--- src/rtl/host_read_port.sv ---
// Host-bus read port: local producer fills a FIFO, the asynchronous host bus drains it and reads status/count.
// Optional feature macro: HOST_READ_IRQ_EN builds the count-threshold interrupt (irq and status bit4).
module host_read_port #(
  parameter int WIDTH     = 8,
  parameter int DEPTH     = 16,
  parameter int IRQ_LEVEL = 8
) (
  input  logic             clock,
  input  logic             reset,
  input  logic             push_valid,
  input  logic [WIDTH-1:0] push_data,
  output logic             push_ready,
  input  logic             host_cs_n,
  input  logic             host_rd_n,
  input  logic [1:0]       host_address,
  output logic [WIDTH-1:0] host_data_out,
  output logic             host_data_oe,
  output logic             irq
);

  localparam int PW = $clog2(DEPTH);
  localparam int CW = $clog2(DEPTH + 1);

  if (DEPTH < 2 || (DEPTH & (DEPTH - 1)) != 0) begin : g_bad_depth
    $error("host_read_port: DEPTH must be a power of two >= 2");
  end
  if (WIDTH < 5 || WIDTH < CW) begin : g_bad_width
    $error("host_read_port: WIDTH too small for status/count");
  end
  if (IRQ_LEVEL < 1 || IRQ_LEVEL > DEPTH) begin : g_bad_irq_level
    $error("host_read_port: IRQ_LEVEL out of range 1..DEPTH");
  end

  logic [1:0]       cs_sync;
  logic [1:0]       rd_sync;
  logic [1:0]       addr_sync1;
  logic [1:0]       addr_s;
  logic [1:0]       sync_fill;
  logic             strobe_s;
  logic             strobe_prev;
  logic             strobe_rise;
  logic             strobe_fall;
  logic             armed;
  logic [1:0]       rd_addr;
  logic             rd_done;

  logic [WIDTH-1:0] mem [DEPTH];
  logic [PW-1:0]    wr_ptr;
  logic [PW-1:0]    rd_ptr;
  logic [CW-1:0]    count;
  logic             overflow;
  logic             underflow;
  logic             empty;
  logic             full;
  logic             push_acc;
  logic             pop;
  logic             set_ovf;
  logic             set_unf;
  logic             clr_sticky;
  logic             irq_r;
  logic [WIDTH-1:0] rd_mux;

  assign host_data_oe = !host_cs_n & !host_rd_n;

  always_ff @(posedge clock) begin
    if (reset) begin
      cs_sync    <= '1;
      rd_sync    <= '1;
      addr_sync1 <= '0;
      addr_s     <= '0;
    end else begin
      cs_sync    <= {cs_sync[0], host_cs_n};
      rd_sync    <= {rd_sync[0], host_rd_n};
      addr_sync1 <= host_address;
      addr_s     <= addr_sync1;
    end
  end

  assign strobe_s    = !cs_sync[1] & !rd_sync[1];
  assign strobe_rise = strobe_s & !strobe_prev;
  assign strobe_fall = !strobe_s & strobe_prev;
  assign rd_done     = strobe_fall & armed;

  // strobe_prev is held "active" until the synchronisers have refilled after reset,
  // so a strobe already low at reset release never looks like a fresh rising edge.
  always_ff @(posedge clock) begin
    if (reset) begin
      sync_fill   <= '0;
      strobe_prev <= 1'b1;
      armed       <= 1'b0;
      rd_addr     <= '0;
    end else begin
      sync_fill   <= {sync_fill[0], 1'b1};
      strobe_prev <= sync_fill[1] ? strobe_s : 1'b1;
      if (strobe_rise) begin
        armed   <= 1'b1;
        rd_addr <= addr_s;
      end else if (rd_done) begin
        armed <= 1'b0;
      end
    end
  end

  assign empty      = (count == '0);
  assign full       = (count == CW'(DEPTH));
  assign push_ready = !full;
  assign push_acc   = push_valid & !full;
  assign pop        = rd_done & (rd_addr == 2'd0) & !empty;
  assign set_ovf    = push_valid & full;
  assign set_unf    = rd_done & (rd_addr == 2'd0) & empty;
  assign clr_sticky = rd_done & (rd_addr == 2'd1);

  always_ff @(posedge clock) begin
    if (push_acc) mem[wr_ptr] <= push_data;
  end

  always_ff @(posedge clock) begin
    if (reset) begin
      wr_ptr    <= '0;
      rd_ptr    <= '0;
      count     <= '0;
      overflow  <= 1'b0;
      underflow <= 1'b0;
    end else begin
      if (push_acc) wr_ptr <= wr_ptr + PW'(1);
      if (pop)      rd_ptr <= rd_ptr + PW'(1);
      case ({push_acc, pop})
        2'b10:   count <= count + CW'(1);
        2'b01:   count <= count - CW'(1);
        default: count <= count;
      endcase
      overflow  <= set_ovf | (overflow & !clr_sticky);
      underflow <= set_unf | (underflow & !clr_sticky);
    end
  end

`ifdef HOST_READ_IRQ_EN
  always_ff @(posedge clock) begin
    if (reset) irq_r <= 1'b0;
    else       irq_r <= (count >= CW'(IRQ_LEVEL));
  end
`else
  assign irq_r = 1'b0;
`endif

  assign irq = irq_r;

  always_comb begin
    rd_mux = '0;
    case (addr_s)
      2'd0:    rd_mux = empty ? '0 : mem[rd_ptr];
      2'd1:    rd_mux = WIDTH'({irq_r, underflow, overflow, full, empty});
      2'd2:    rd_mux = WIDTH'(count);
      default: rd_mux = '0;
    endcase
  end

  always_ff @(posedge clock) begin
    if (reset) host_data_out <= '0;
    else       host_data_out <= rd_mux;
  end

endmodule

--- config.mk ---
export PLATFORM = sky130hd
export DESIGN_NAME = host_read_port
export DESIGN_NICKNAME = d
export VERILOG_FILES = /design/src/rtl/host_read_port.sv
export SDC_FILE = /design/constraint.sdc
export NUM_CORES = 1
export LEC_CHECK = 0
export ABC_AREA = 1
export CAP_MARGIN = 5
export CORE_MARGIN = 2
export CORE_UTILIZATION = 54
export CTS_CLUSTER_SIZE = 12
export DETAILED_ROUTE_END_ITERATION = 8
export PLACE_DENSITY = 0.81
export SLEW_MARGIN = 20
export SYNTH_ARGS = -nofsm -noshare
export SYNTH_HDL_FRONTEND = slang
export SYNTH_SLANG_ARGS = --single-unit
--- constraint.sdc ---
create_clock -name clock -period 1.9 [get_ports clock]
set_input_delay 0.285 -clock clock [delete_from_list [all_inputs] [get_ports clock]]
set_output_delay 0.285 -clock clock [all_outputs]
set_load 0.02 [all_outputs]
# Word level (Yosys, flattened, before mapping)
# Memories as Yosys holds them, arrays and structs flattened. A register that Yosys moved wholly into a read port is not among the register bits.
# Index checks and enable logic that the tools add are counted.
# classes
addsub	4
muxes	10
n_reduce_logical	15
n_bitwise	16
eq_ne	6
# ops
cell	n
$pmux W8 S3	1
$and A1 B1 Y1	13
$pmux W5 S2	1
$logic_not A1 Y1	9
$add A4 B1 Y4 const B	2
$mux W4	2
$mux W8	1
$eq A2 B1 Y1 const B	3
$add A5 B1 Y5 const B	1
$eq A5 B5 Y1 const B	1
$logic_not A5 Y1	1
$mux W1	5
$sub A5 B1 Y5 const B	1
$eq A2 B2 Y1 const B	2
$logic_not A2 Y1	2
$reduce_bool A2 Y1	2
$or A1 B1 Y1	2
$reduce_or A2 Y1	1
$not A1 Y1	1
# word_totals
memories	1
regBits	37
ram_bits	128
inputBits	15
# memory_table
name	words	word_bits	rd	rd_ports_with_merged_regs	write_ports	line	source
mem	16	8	1	1	1	47	logic [WIDTH-1:0] mem [DEPTH];

# Logic depth before layout (Yosys ltp)
# logic_depth
word_depth	9
depth_mapped	15
mapped_depth_nobuf	15

# Least setup slack after synthesis
# Ideal clock, no wire load.
# synth_path
path_kind	register to register
startpoint	reg count[0]
endpoint	reg count[4]
n_path_buf	0
arrival_ps	1890
period_less_slack_ps	1999
path_stages_with_launch	14
path_slack_ps	-99
required_ps	1791
cell_sequence	dfxtp_1 > nor2_2 > nand3_1 > nand2_2 > ha_1 > xor2_1 > ha_1 > inv_1 > nand2_2 > nand2_2 > nand3_1 > nand3_1 > nand2_1 > inv_1
# synth_via
elab_chain_cells	5
# synth_rtl
item	line	source
start, declared	50	logic [CW-1:0] count;
start signal, assigned	128	2'b10: count <= count + CW'(1);
start signal, assigned	129	2'b01: count <= count - CW'(1);
start signal, assigned	130	default: count <= count;
$eq A5 B5 Y1 *	105	assign full = (count == CW'(DEPTH));
$logic_not A1 Y1 *	--	
via push_ready	12	output logic push_ready,
$and A1 B1 Y1 *	107	assign push_acc = push_valid & !full;
$eq A2 B1 Y1 / $eq A2 B2 Y1 (equally long branches)	127	case ({push_acc, pop})
$pmux W5 S2 / $reduce_bool A2 Y1 (equally long branches)	--	
# The timed path passes the listed nets; every way through them passes the cells marked *.
# A chain may end at the register's enable or synchronous reset.

# Worst setup path in the final report
# layout_path
startpoint	reg count[2]
endpoint	reg count[4]
# layout_via
elab_chain_cells	5
# layout_rtl
item	line	source
$logic_not A5 Y1 *	104	assign empty = (count == '0);
$logic_not A1 Y1 *	108	assign pop = rd_done & (rd_addr == 2'd0) & !empty;
$and A1 B1 Y1 *	108	
via pop	56	logic pop;
$eq A2 B1 Y1 / $eq A2 B2 Y1 (equally long branches)	127	
$pmux W5 S2 / $reduce_bool A2 Y1 (equally long branches)	--	
# Marked as above.

==> flow_summary.yaml <==
clock_tree:
  cts_made_buffers: 17
  clkLatencyLatePin_ns: 0.43
  cts_root_buf: "clkbuf_16"
  cts_max_path_buffers: 2
  path_clk_slew_ns: 0.06
  cts_tree: "yes"
  htree_levels: 4
  ctsHoldBuffers: 0
  cts_sinks: 169
finish:
  layout_common_cells: "edfxtp_1, nor2_1, o21ai_0"
  fin_nets: 679
  final_layout_size_suffix_gt1_share_pct: 17.07
  multi_input_area_sq_um: 1942
  fill_cells: 797
  final_common_cell: "edfxtp_1"
  regArea_sq_um: 4669
  syn_to_final_growth_pct: 21.15
  fin_cells: 836
  diodes: 0
setup_path:
  crit_type: "reg2reg"
  cpMostUsedCell: "nand2_1"
  cp_max_fo: 3
  cp_top_family: "simple AND/OR/NAND/NOR gates"
  critPathMaxStageDelay_ns: 0.34
  path_buf_inv: 3
  cp.arrival_ns: 2.21
  worstPathCellList: "nor2_4 -> nand3_4 -> inv_4 -> nor2_8 -> ha_4 -> xor2_2 -> ha_2 -> inv_2 -> nand2_4 -> nand2_4 -> nand2_1 -> nand2_1 -> nand3_2 -> nand2_1 -> inv_1"
  critPathCaptureType: "flip-flop"
  crit_slowest_cell: "dfxtp_2"
  worst_setup_path_start_kind: "flip-flop"
  cp.required_ns: 2.23
  rrSetupSlack_ns: 0.02
synthesis:
  synth_fp_nets: 616
  synth-warning-count: 0
  syn_area_per_cell_sq_um: 11.45
  syn_inst: 593
  netlist-cell-type-count: 37
  syn_area_sq_um: 6792
  ys_seq_elements: 169
  yosysSeqAreaShare_pct: 68.68
sta:
  fin_crit_ns: 1.882
  finalHoldViolations: 0
  fmax_mhz: 531.3
  grt_setup_unrepaired: "yes"
  fin_worst_skew_ns: 0.008407
  slew_viol_final: 0
  finalSetupViolations: 0
  worst_slew_pin_slew_ns: 0.5846
  fin_crit_sh_pct: 99.07
  max-slew-margin-rel_pct: 60.90
power_and_ir_drop:
  total_power_mw: 8.332
  leakage_nw: 2.991
  powerDensity_nw_per_um2: 1013
  ir_worst_vdd_mv: 0.6438
global_route:
  grt_pass1_vias: 4828
  track_usage_pct: 25.03
  grt_overflow: 0
  grt_max_degree: 28
  antenna_found_initial: 0
  grt_first_pass_wirelength_microns: 24900
route:
  ant_nets: 0
  first_iter_violations: 534
  wl_per_cell_microns: 19.12
  dr.pass1.iters: 6
  drc: 0
  drt-total-wl_microns: 15990
  vias_per_cell: 5.816
  vias: 4862
floorplanning:
  rows: 40
  core_sq_um: 12160
  dieArea_sq_um: 13490
  dieHeight_microns: 116.1
  ioPinCount: 26
  die_w_microns: 116.1
  start_util_pct: 55.84
run_status:
  status: "completed"
placed_design:
  hpwl_microns: 9793
  io_buffer_count: 24
  place_congestion: 0.8880
  placed_cells: 802
hold_path:
  min_path_type: "in2reg"
job:
  maxCapViolCount: 0
[synth_stat cells (all sizes together)]
cell type  instances  area [sq um]
a21oi             21         105.1
a22oi              2         15.01
a31oi              2         12.51
buf               20         121.4
clkbuf             8         30.03
clkinv             1         3.750
conb               1         3.750
dfxtp             41         820.8
edfxtp           128          3844
ha                 8         100.1
inv               37         143.9
nand2             59         239.0
nand3             32         165.2
nand4              4         40.04
nor2             107         422.9
nor3b              2         15.01
nor4               1         6.260
o211ai             9         67.56
o21ai             77         385.4
o221ai            10         87.58
o22ai             11         68.82
o31ai              1         12.51
or2                6         37.54
or3b               1         8.760
xnor2              1         8.760
xor2               3         26.28
[per-stage QoR]
step / utilization [%] / hold slack (ns) / setup slack, ns / TNS (ns) / area [sq um]
after floorplan: - / 0.3690 / 0.002113 / 0 / 6797
final: 67.65 / 0.3796 / 0.01774 / 0 / 8228
after global routing: 67.65 / 0.3892 / -0.05167 / -0.07604 / 8228
after detailed placement: 61.34 / 0.3754 / -0.2082 / -0.7063 / 7460
after global placement: 61.34 / 0.3707 / -0.09988 / -0.1962 / 7460
after CTS: 66.92 / 0.3684 / 0.008952 / 0 / 8139
[final timing paths]
kind                                       from             to  cells past startpoint
worst min-delay path            host_address[0]  addr_sync1[0]                      3
worst max-delay path                   count[2]       count[4]                     15
worst max register to register         count[2]       count[4]                     15
worst min register to register     sync_fill[1]    strobe_prev                      1
[area by class of cell]
cell class              count  share of cell area [%]
repair buffers             72                   7.634
clock buffers              19                   5.262
well taps                 168                   2.555
inverters                  38                   1.794
clock inverters            12                   2.403
flip-flops and latches    169                   56.75
multi-input cells         358                   23.60
[sequential cells by signal, summed over array words and instances, names as in the netlist, 2 cells and up, named ones only]
signal	cells
count	5
rd_ptr	4
cs_sync	2
host_data_out	8
mem	128
addr_sync1	2
sync_fill	2
rd_sync	2
rd_addr	2
addr_s	2
wr_ptr	4
[worst min-delay path, cell delays in order]
cell,delay [ns]
clkdlybuf4s50_1,0.39
inv_1,0.05
nor2_1,0.03
[routing by layer]
metal	vias to the layer above	global-route usage, %	wire length [microns]
met5	-	0	0
met4	0	8.651	298
met3	34	6.642	1442
met2	266	42.81	8350
met1	2345	31.15	5894
li1	2217	-	-
[kinds of logic (layout without fill, tap and decap cells)]
family,after synthesis,after routing,synth area share (%)
and+or+nand+nor,212,212,13.76
AOI/OAI and AO/OA,133,133,11.11
adders and majority gates,8,8,1.474
buffers and inverters,66,141,4.403
DFF,169,169,68.68
other,1,1,0.05522
xor gates and xnor gates,4,4,0.5159
[power breakdown]
| part | switching (mW) | internal (mW) |
|---|---|---|
| registers | 0.0368 | 4.06 |
| clock network | 1.39 | 2.33 |
| logic | 0.322 | 0.203 |
[repair_timing]
action	in CTS	in global routing
setup endpoints to repair	4	5
buffers inserted	0	3
pin swaps	1	10
gates resized for setup	7	19
Note: power is estimated with default switching activity, not from simulation.
